==> src/rtl/mv_seq_pkg.sv <==
// Shared types and default widths for the matrix-vector sequencer and its register block.
package mv_seq_pkg;

  localparam int unsigned DefAddrWidth  = 11;
  localparam int unsigned DefStep       = 6;
  localparam int unsigned DefBeatsWidth = 8;
  localparam int unsigned DefRowsWidth  = 8;

  typedef enum logic [1:0] {
    StIdle,
    StStream,
    StDrain,
    StDone
  } state_e;

endpackage

==> src/rtl/mv_sequencer_if.sv <==
// Datapath-side bundle: memory read beats, MAC row framing and row-result write-back.
interface mv_sequencer_if
  import mv_seq_pkg::*;
#(
  parameter int unsigned ADDR_WIDTH = DefAddrWidth,
  parameter int unsigned ROWS_WIDTH = DefRowsWidth
);

  logic [ADDR_WIDTH-1:0] rd_addr;
  logic                  rd_valid;
  logic                  rd_ready;
  logic                  mac_clr;
  logic                  mac_last;
  logic                  res_valid;
  logic                  wr_en;
  logic [ROWS_WIDTH-1:0] wr_row;

  // Sequencer side
  modport master (
    output rd_addr, rd_valid, mac_clr, mac_last, wr_en, wr_row,
    input  rd_ready, res_valid
  );

  // Memory / datapath side
  modport slave (
    input  rd_addr, rd_valid, mac_clr, mac_last, wr_en, wr_row,
    output rd_ready, res_valid
  );

endinterface

==> src/rtl/stride_addr_gen.sv <==
// Strided beat address generator with column/row position tracking and wrap flags.
module stride_addr_gen
  import mv_seq_pkg::*;
#(
  parameter int unsigned ADDR_WIDTH  = DefAddrWidth,
  parameter int unsigned STEP        = DefStep,
  parameter int unsigned BEATS_WIDTH = DefBeatsWidth,
  parameter int unsigned ROWS_WIDTH  = DefRowsWidth
) (
  input  logic                   clk,
  input  logic                   rst,
  input  logic                   load_i,
  input  logic [ADDR_WIDTH-1:0]  base_i,
  input  logic                   accept_i,
  input  logic [BEATS_WIDTH-1:0] beats_i,
  input  logic [ROWS_WIDTH-1:0]  rows_i,
  output logic [ADDR_WIDTH-1:0]  addr_o,
  output logic                   col_first_o,
  output logic                   col_last_o,
  output logic                   row_last_o
);

  logic [ADDR_WIDTH-1:0]  addr_q, addr_d;
  logic [BEATS_WIDTH-1:0] col_q, col_d;
  logic [ROWS_WIDTH-1:0]  row_q, row_d;

  assign addr_o      = addr_q;
  assign col_first_o = (col_q == '0);
  assign col_last_o  = (col_q == beats_i - BEATS_WIDTH'(1));
  assign row_last_o  = (row_q == rows_i - ROWS_WIDTH'(1));

  // Load on job start; otherwise advance one beat per accept, addresses linear across rows
  always_comb begin
    addr_d = addr_q;
    col_d  = col_q;
    row_d  = row_q;
    if (load_i) begin
      addr_d = base_i;
      col_d  = '0;
      row_d  = '0;
    end else if (accept_i) begin
      addr_d = addr_q + ADDR_WIDTH'(STEP);  // wraps modulo 2^ADDR_WIDTH
      if (col_last_o) begin
        col_d = '0;
        row_d = row_q + ROWS_WIDTH'(1);
      end else begin
        col_d = col_q + BEATS_WIDTH'(1);
      end
    end
  end

  // Position registers
  always_ff @(posedge clk) begin
    if (rst) begin
      addr_q <= '0;
      col_q  <= '0;
      row_q  <= '0;
    end else begin
      addr_q <= addr_d;
      col_q  <= col_d;
      row_q  <= row_d;
    end
  end

endmodule

==> src/rtl/mv_sequencer.sv <==
// Matrix-vector job sequencer: streams row beats, frames rows for the MAC, counts results.
module mv_sequencer
  import mv_seq_pkg::*;
#(
  parameter int unsigned ADDR_WIDTH  = DefAddrWidth,
  parameter int unsigned STEP        = DefStep,
  parameter int unsigned BEATS_WIDTH = DefBeatsWidth,
  parameter int unsigned ROWS_WIDTH  = DefRowsWidth
) (
  input  logic                   clk,
  input  logic                   rst,
  input  logic                   start_i,
  input  logic [ADDR_WIDTH-1:0]  cfg_base_i,
  input  logic [BEATS_WIDTH-1:0] cfg_beats_i,
  input  logic [ROWS_WIDTH-1:0]  cfg_rows_i,
  output logic                   busy_o,
  output logic                   done_o,
  output logic                   err_o,
  mv_sequencer_if.master         bus
);

  state_e                 state_q, state_d;
  logic [BEATS_WIDTH-1:0] beats_q, beats_d;
  logic [ROWS_WIDTH-1:0]  rows_q, rows_d;
  logic [ROWS_WIDTH-1:0]  res_cnt_q, res_cnt_d;
  logic                   err_q, err_d;

  logic                  start_ok, accept;
  logic                  col_first, col_last, row_last;
  logic [ADDR_WIDTH-1:0] addr;

  stride_addr_gen #(
    .ADDR_WIDTH  (ADDR_WIDTH),
    .STEP        (STEP),
    .BEATS_WIDTH (BEATS_WIDTH),
    .ROWS_WIDTH  (ROWS_WIDTH)
  ) u_addr_gen (
    .clk         (clk),
    .rst         (rst),
    .load_i      (start_ok),
    .base_i      (cfg_base_i),
    .accept_i    (accept),
    .beats_i     (beats_q),
    .rows_i      (rows_q),
    .addr_o      (addr),
    .col_first_o (col_first),
    .col_last_o  (col_last),
    .row_last_o  (row_last)
  );

  assign bus.rd_valid = (state_q == StStream);
  assign accept       = bus.rd_valid && bus.rd_ready;
  assign bus.rd_addr  = bus.rd_valid ? addr : '0;
  assign bus.mac_clr  = bus.rd_valid && col_first;
  assign bus.mac_last = bus.rd_valid && col_last;
  assign busy_o       = (state_q != StIdle);
  assign done_o       = (state_q == StDone);
  assign err_o        = err_q;
  assign bus.wr_en    = bus.res_valid && busy_o && (res_cnt_q < rows_q);
  assign bus.wr_row   = res_cnt_q;

  // Next-state, job latching and result counting
  always_comb begin
    state_d   = state_q;
    beats_d   = beats_q;
    rows_d    = rows_q;
    res_cnt_d = res_cnt_q;
    err_d     = 1'b0;
    start_ok  = 1'b0;

    if (bus.wr_en) res_cnt_d = res_cnt_q + ROWS_WIDTH'(1);

    unique case (state_q)
      StIdle: begin
        if (start_i) begin
          if (cfg_beats_i == '0 || cfg_rows_i == '0) begin
            err_d = 1'b1;
          end else begin
            start_ok  = 1'b1;
            beats_d   = cfg_beats_i;
            rows_d    = cfg_rows_i;
            res_cnt_d = '0;
            state_d   = StStream;
          end
        end
      end
      StStream: begin
        if (accept && col_last && row_last) state_d = StDrain;
      end
      StDrain: begin
        // Look at the post-increment count so done follows the last result by one cycle
        if (res_cnt_d == rows_q) state_d = StDone;
      end
      StDone: begin
        res_cnt_d = '0;
        state_d   = StIdle;
      end
      default: state_d = StIdle;
    endcase
  end

  // State and job registers
  always_ff @(posedge clk) begin
    if (rst) begin
      state_q   <= StIdle;
      beats_q   <= '0;
      rows_q    <= '0;
      res_cnt_q <= '0;
      err_q     <= 1'b0;
    end else begin
      state_q   <= state_d;
      beats_q   <= beats_d;
      rows_q    <= rows_d;
      res_cnt_q <= res_cnt_d;
      err_q     <= err_d;
    end
  end

endmodule

==> src/flat_wrapper.sv <==
// flat-port wrapper written by rule: the top's interface ports become plain ports
module mv_sequencer_flat import mv_seq_pkg::*;
#(
  parameter int unsigned ADDR_WIDTH  = DefAddrWidth,
  parameter int unsigned STEP        = DefStep,
  parameter int unsigned BEATS_WIDTH = DefBeatsWidth,
  parameter int unsigned ROWS_WIDTH  = DefRowsWidth
)
  (clk, rst, start_i, cfg_base_i, cfg_beats_i, cfg_rows_i, busy_o, done_o, err_o, bus_rd_addr, bus_rd_valid, bus_mac_clr, bus_mac_last, bus_wr_en, bus_wr_row, bus_rd_ready, bus_res_valid);
  mv_sequencer_if #(.ADDR_WIDTH(ADDR_WIDTH), .ROWS_WIDTH(ROWS_WIDTH)) bus_i ();
  input  logic clk;
  input  logic rst;
  input  logic start_i;
  input  logic [ADDR_WIDTH-1:0] cfg_base_i;
  input  logic [BEATS_WIDTH-1:0] cfg_beats_i;
  input  logic [ROWS_WIDTH-1:0] cfg_rows_i;
  output logic busy_o;
  output logic done_o;
  output logic err_o;
  output wire logic [$bits(bus_i.rd_addr)-1:0] bus_rd_addr;
  output wire logic [$bits(bus_i.rd_valid)-1:0] bus_rd_valid;
  output wire logic [$bits(bus_i.mac_clr)-1:0] bus_mac_clr;
  output wire logic [$bits(bus_i.mac_last)-1:0] bus_mac_last;
  output wire logic [$bits(bus_i.wr_en)-1:0] bus_wr_en;
  output wire logic [$bits(bus_i.wr_row)-1:0] bus_wr_row;
  input wire logic [$bits(bus_i.rd_ready)-1:0] bus_rd_ready;
  input wire logic [$bits(bus_i.res_valid)-1:0] bus_res_valid;
  assign bus_rd_addr = bus_i.rd_addr;
  assign bus_rd_valid = bus_i.rd_valid;
  assign bus_mac_clr = bus_i.mac_clr;
  assign bus_mac_last = bus_i.mac_last;
  assign bus_wr_en = bus_i.wr_en;
  assign bus_wr_row = bus_i.wr_row;
  assign bus_i.rd_ready = bus_rd_ready;
  assign bus_i.res_valid = bus_res_valid;
  mv_sequencer #(.ADDR_WIDTH(ADDR_WIDTH), .STEP(STEP), .BEATS_WIDTH(BEATS_WIDTH), .ROWS_WIDTH(ROWS_WIDTH)) u_core (.clk(clk), .rst(rst), .start_i(start_i), .cfg_base_i(cfg_base_i), .cfg_beats_i(cfg_beats_i), .cfg_rows_i(cfg_rows_i), .busy_o(busy_o), .done_o(done_o), .err_o(err_o), .bus(bus_i));
endmodule
==> config.mk <==
export PLATFORM = sky130hd
export DESIGN_NAME = mv_sequencer_flat
export DESIGN_NICKNAME = d
export VERILOG_FILES = /design/src/rtl/mv_seq_pkg.sv /design/src/rtl/mv_sequencer_if.sv /design/src/rtl/stride_addr_gen.sv /design/src/rtl/mv_sequencer.sv /design/src/flat_wrapper.sv
export SDC_FILE = /design/constraint.sdc
export NUM_CORES = 1
export LEC_CHECK = 0
export BUFFER_PORTS_ARGS = -buffer_cell sky130_fd_sc_hd__buf_2
export CAP_MARGIN = 20
export CELL_PAD_IN_SITES_DETAIL_PLACEMENT = 2
export CELL_PAD_IN_SITES_GLOBAL_PLACEMENT = 2
export CORE_ASPECT_RATIO = 1.1
export CORE_UTILIZATION = 33
export DETAILED_ROUTE_END_ITERATION = 10
export HOLD_SLACK_MARGIN = 0.03
export PLACE_DENSITY = 0.89
export SLEW_MARGIN = 10
export SYNTH_ARGS = -nofsm -noshare
export SYNTH_HDL_FRONTEND = slang
export SYNTH_SLANG_ARGS = --single-unit
export TNS_END_PERCENT = 50
==> constraint.sdc <==
create_clock -name clk -period 3.9 [get_ports clk]
set_input_delay 0.195 -clock clk [delete_from_list [all_inputs] [get_ports clk]]
set_output_delay 0.195 -clock clk [all_outputs]
set_load 0.02 [all_outputs]
# ---- Word level (Yosys, flattened, before mapping)
# Index checks and enable logic that the tools add are counted.
dict set report totals {
  output_inout_bits 26
  ff_bits 54
  word_cells 64
  in_bits 32
}
dict set report classes {
  eq_ne 10
  n_addsub 6
  bitwise 3
  n_mux 17
  reduce_logical 19
  magnitude_cmp 1
}
# operator n
set ops {}
lappend ops {{$mux 11} 3}
lappend ops {{$mux 8} 4}
lappend ops {{$add 8x1->8 const B} 3}
lappend ops {{$eq 8x8->1} 3}
lappend ops {{$logic_not 8->1} 3}
lappend ops {{$pmux 8 s2} 1}
lappend ops {{$sub 8x1->8 const B} 2}
lappend ops {{$add 11x3->11 const B} 1}
lappend ops {{$lt 8x8->1} 1}
lappend ops {{$mux 2} 4}
lappend ops {{$pmux 2 s4} 1}
lappend ops {{$logic_and 1x1->1} 7}
lappend ops {{$ne 2x2->1 const B} 3}
lappend ops {{$eq 2x2->1 const B} 2}
lappend ops {{$mux 1} 4}
lappend ops {{$reduce_and 4->1} 1}
lappend ops {{$reduce_bool 2->1} 2}
lappend ops {{$not 1->1} 3}
lappend ops {{$reduce_and 3->1} 1}
lappend ops {{$reduce_or 3->1} 1}
lappend ops {{$eq 2x1->1 const B} 1}
lappend ops {{$logic_not 2->1} 1}
lappend ops {{$ne 2x1->1 const B} 1}
lappend ops {{$reduce_and 2->1} 1}
lappend ops {{2 further kinds} 2}

# ---- Depth between registers and ports, before layout
dict set report logic_depth {
  word_depth 7
  ltp_mapped 12
  ltp_nobuf 10
}

# ---- Cells and area by module
# Synthesis repeated with hierarchy kept, for this count alone.
dict set report unflattened {
  hier_cells 433
  area_unflattened_um2 3646.0
}
# module seq_area_each_um2 cells_each area_each_um2 instances
set modules_own_cells {}
lappend modules_own_cells {stride_addr_gen 540.5 221 1858.0 1}
lappend modules_own_cells {mv_sequencer 540.5 212 1788.0 1}

# ---- Worst setup path after synthesis
# No wires, ideal clock.
dict set report synth_timing {
  path_type {reg-to-reg}
  from {register u_core.rows_q[5]}
  to {register u_core.state_q[1]}
  slack_ps 1100
  synth_period_minus_slack_ps 2800
  stages_incl_launch_ff 13
  t_arrival_ps 2729
  required_time_ps 3828
  n_path_buf 2
  setup_time_ps 72
  path_cell_list {dfxtp_1 -> clkbuf_1 -> inv_1 -> ha_1 -> and4_4 -> and2_4 -> a211oi_2 -> buf_6 -> a31oi_1 -> a2111oi_2 -> nand4_1 -> a211oi_2 -> mux2i_1}
}
dict set report synth_between {
  elab_chain_cells 6
  elab_cells_between_ends 10
  classes_between {add/sub: 1; order compare: 1; eq/ne: 4; mux: 1; reduce/logical: 3}
}
# item line_no
set synth_rtl {}
lappend synth_rtl {{from (decl)} mv_sequencer.sv:24} ;# logic [ROWS_WIDTH-1:0] rows_q, rows_d;
lappend synth_rtl {{from (signal assigned)} mv_sequencer.sv:113} ;# rows_q <= rows_d;
lappend synth_rtl {{$lt 8x8->1} mv_sequencer.sv:59} ;# assign bus.wr_en = bus.res_valid && busy_o && (res_cnt_q < rows_q);
lappend synth_rtl {{$logic_and 1x1->1} mv_sequencer.sv:59}
lappend synth_rtl {{named net bus_wr_en} flat_wrapper.sv:24} ;# output wire logic [$bits(bus_i.wr_en)-1:0] bus_wr_en;
lappend synth_rtl {{$mux 8} mv_sequencer.sv:71} ;# if (bus.wr_en) res_cnt_d = res_cnt_q + ROWS_WIDTH'(1);
lappend synth_rtl {{$eq 8x8->1} mv_sequencer.sv:92} ;# if (res_cnt_d == rows_q) state_d = StDone;
lappend synth_rtl {{$ne 2x1->1 (no line)} --}
lappend synth_rtl {{$reduce_and 4->1 (no line)} --}
lappend synth_rtl {{to (signal assigned)} mv_sequencer.sv:105} ;# state_q <= StIdle;
lappend synth_rtl {{to (signal assigned)} mv_sequencer.sv:111} ;# state_q <= state_d;
lappend synth_rtl {{to (decl)} mv_sequencer.sv:22} ;# state_e state_q, state_d;
# The timed path passes the listed nets, and every way through them passes these cells.
# A chain may end at the register's enable or synchronous reset.

# ---- Final worst setup path
dict set report layout_timing {
  from {register u_core.rows_q[5]}
  to {register u_core.state_q[1]}
}
dict set report layout_between {
  elab_chain_cells 6
  elab_cells_between_ends 10
  classes_between {add/sub: 1; order compare: 1; eq/ne: 4; mux: 1; reduce/logical: 3}
}
# item line_no
set layout_rtl {}
lappend layout_rtl {{$lt 8x8->1} mv_sequencer.sv:59}
lappend layout_rtl {{$logic_and 1x1->1} mv_sequencer.sv:59}
lappend layout_rtl {{$mux 8} mv_sequencer.sv:71}
lappend layout_rtl {{$eq 8x8->1} mv_sequencer.sv:92}
lappend layout_rtl {{$ne 2x1->1 (no line)} --}
lappend layout_rtl {{$reduce_and 4->1 (no line) *} --}
# Every way passes the cells marked *; elsewhere a longest branch is shown, timed or not.

==> results by group <==
STA
  • Worst slew margin: 47.9%
  • Final Max Tran Viols: 0
  • Post-route minimum period: ~3.5 ns
  • Final worst slack: between 0.3 and 0.4 ns
  • Worst slew pin tran: around 0.78 ns
  • Final setup TNS: 0 ns
  • Final hold vios: 0
  • Max frequency: approximately 290 MHz
  • Final setup violation count: 0
  • RSZ-0062 raised after global routing: false
  • Clock skew: approximately 0.011 ns
  • Period Utilization, post-route: around nine tenths

Power and ir drop
  • Peak supply drop: around 250 µV
  • Overall power: 2.27 mW
  • Power per cell area: roughly 550 nW/µm²
  • Leak Pwr: about 1.6 nW

Synth
  • Number of synthesized flops with an enable pin: 0
  • Mapped Cells: roughly 440
  • Register area share after synthesis: a little under a third
  • Post-Syn Nets: 488
  • Ys Warns: 0
  • Asr flop ratio synth: 0%
  • Yosys top cell by area: dfxtp_1
  • Count leader, synth: nand2_1
  • FF+latch count, synth: between 50 and 60
  • Synth area leaders: dfxtp_1, nand2_1, ha_1
  • Mapped Area: 3560 µm²
  • Top cell type's share of synthesized area: a little under a third
  • Count of cell types in the netlist: a little over 60
  • Commonest cells post-synth: nand2_1, dfxtp_1, nor2_1, a21oi_1
  • Most used DFF post-synth: dfxtp_1
  • Avg Cell Area, Syn: just over 8 µm²

Flow run
  • Max_cap viols: 0

Floorplan
  • Initial core utilization: 34.1%
  • Die area: ~11000 µm²
  • Row count: 39
  • Core area: 10400 µm²
  • Die Width: 101 µm
  • Die Y: 111 µm
  • Num ports: 58

Worst setup path
  • Delay-heaviest family, CP: compound AO/OA/AOI/OAI gates
  • CP max stage delay: 0.54 ns
  • Crit path required time: 4.14 ns
  • Critical path's slowest cell: dfxtp_1
  • Type of origin of the critical path: flop
  • Worst path most repeated cell: a211oi_2
  • Crit path cell chain: inv_1 > ha_1 > a211oi_2 > o21ai_2 > a211oi_4 > a31oi_1 > a2111oi_2 > nand4_1 > a211oi_2 > mux2i_1
  • Crit. End Element: flop
  • Worst-path fanout max: 12
  • Arr. time, crit path: roughly 3.8 ns
  • Critical path type: reg -> reg
  • Critical path buffer and inverter count: 1

Clocking
  • Htree depth: 2
  • Reg clk slew, reported paths: about 0.08 ns
  • CTS root buf: clkbuf_16
  • Hold-fix buffers, CTS: 0
  • CTS tree: done
  • Clock Tree Buf Depth: 2
  • Clock Latency Late Sink: around 0.31 ns
  • Total CTS buffers: 5
  • Clock tree sinks: 54

Place
  • Port Buf Inserts: 57
  • RD Place Congestion: around 0.82
  • Pre-CTS WS: 0.371 ns
  • Hpwl dp: between 8000 and 9000 µm

Layout
  • Area grow syn2layout: 15.0%
  • Layout cells sized above 1: between 10% and 20%
  • N_diodes: 0
  • Final net count: 530

Routing
  • DRC Markers: 0
  • Routed WL: around 13000 µm
  • DR vias/cell: between 5 and 6
  • Detailed router's first-iteration violation count: between 150 and 200
  • Drt pass-1 iters: 5
  • Post-DR wirelength/cell: 20.7 µm
  • Post-DRT Antenna Nets: 0
  • Routed vias: between 3k and 4k

Global routing
  • First-pass GRT wire length: ~20000 µm
  • Number of global-route vias before repair: between 3k and 4k
  • GR Overflow Total: 0
  • Largest net degree at the start of global routing: 31
  • All-Layer GR Usage: between 20% and 30%
  • Initial antenna violation count: 0

Min path
  • Worst hold-check path type: in -> reg

Outcome
  • Status: completed
## timing repair
action	CTS	global route
gates resized for setup	0	1
endpoints found under the setup margin	0	2
buffers inserted	0	0
endpoints found under the hold margin	0	0
## cell usage in the layout (no fill, tap or decap), drive strengths merged, types with 4 or more instances in the layout
| master | netlist | final |
|---|---|---|
| a211oi | 14 | 14 |
| a21oi | 30 | 30 |
| a31oi | 4 | 4 |
| and2 | 13 | 13 |
| and3 | 11 | 11 |
| and4 | 4 | 4 |
| buf | 5 | 58 |
| clkbuf | 18 | 5 |
| dfxtp | 54 | 54 |
| ha | 18 | 18 |
| inv | 20 | 20 |
| mux2i | 8 | 8 |
| nand2 | 61 | 61 |
| nand2b | 4 | 4 |
| nand3 | 10 | 10 |
| nand4 | 8 | 8 |
| nor2 | 47 | 47 |
| nor2b | 5 | 5 |
| nor3 | 6 | 6 |
| nor4 | 6 | 6 |
| o21ai | 7 | 7 |
| xnor2 | 25 | 25 |
| xor2 | 25 | 25 |
## metal layers
metal  vias up  routed length [µm]  track usage [%]
met5         -                   0                0
met4         0                 261             8.12
met3        18                 490             3.97
met2        80                6530             41.9
met1      1689                5640             29.0
li1       1597                   -                -
## flip-flops by register name, summed over array words and instances (netlist names)
register / cells
u_core.rows_q: 8
u_core.beats_q: 8
u_core.u_addr_gen.col_q: 8
u_core.u_addr_gen.row_q: 8
u_core.err_o: 1
u_core.u_addr_gen.addr_o: 11
u_core.state_q: 2
u_core.bus.wr_row: 8
## where the power goes
| group | internal [mW] | total [mW] | switching [mW] |
|---|---|---|---|
| Sequential | 0.629 | 0.743 | 0.113 |
| Clock | 0.302 | 0.538 | 0.236 |
| Combinational | 0.354 | 0.987 | 0.633 |
| Total | 1.29 | 2.27 | 0.982 |
## path summary, 6_finish.rpt
check,from,endpoint,cells past startpoint,slack (ns)
setup / recovery,u_core.rows_q[5],u_core.state_q[1],10,0.39
hold / removal,cfg_base_i[0],u_core.u_addr_gen.addr_o[0],3,0.14
setup reg to reg,u_core.rows_q[5],u_core.state_q[1],10,0.39
hold reg to reg,u_core.u_addr_gen.addr_o[0],u_core.u_addr_gen.addr_o[0],2,0.49
## layout make-up
type / instances / area [µm²]
clock buffer: 5 / 125
inverter: 20 / 75.1
tap: 143 / 179
sequential: 54 / 1080
fill: 1211 / 6350
multi-input combinational: 341 / 2300
timing repair buffer: 58 / 293
clock inverter: 2 / 38.8
## kinds of logic (layout without fill, tap and decap cells)
logic type,count (synthesis),in the layout,synth area share (%)
multiplexers,8,8,2.25
XOR/XNOR,51,51,12.9
adder cells (fa/ha/maj),18,18,6.32
flip-flops,54,54,30.4
buffers and inverters,43,85,5.20
AO/OA/AOI/OAI,78,78,16.3
AND/OR/NAND/NOR,186,186,26.6
## worst min-delay path, delay by kind of cell
| family | cells | cell delay, ns |
|---|---|---|
| compound gates | 1 | 0.06 |
| buf+inv | 1 | 0.09 |
| simple gates | 1 | 0.05 |
## through the flow
stage / hold slack [ns] / std cells / utilization [%] / cell area (µm²)
final: 0.139 / 623 / 39.2 / 4090
after global routing: 0.150 / 623 / 39.2 / 4090
after CTS: 0.132 / 623 / 39.1 / 4090
after detailed placement: 0.451 / 616 / 37.6 / 3920
after global placement: 0.436 / 616 / 37.6 / 3920
after floorplan: 0.313 / 438 / - / 3560
Power figures use the tool's default switching activity.
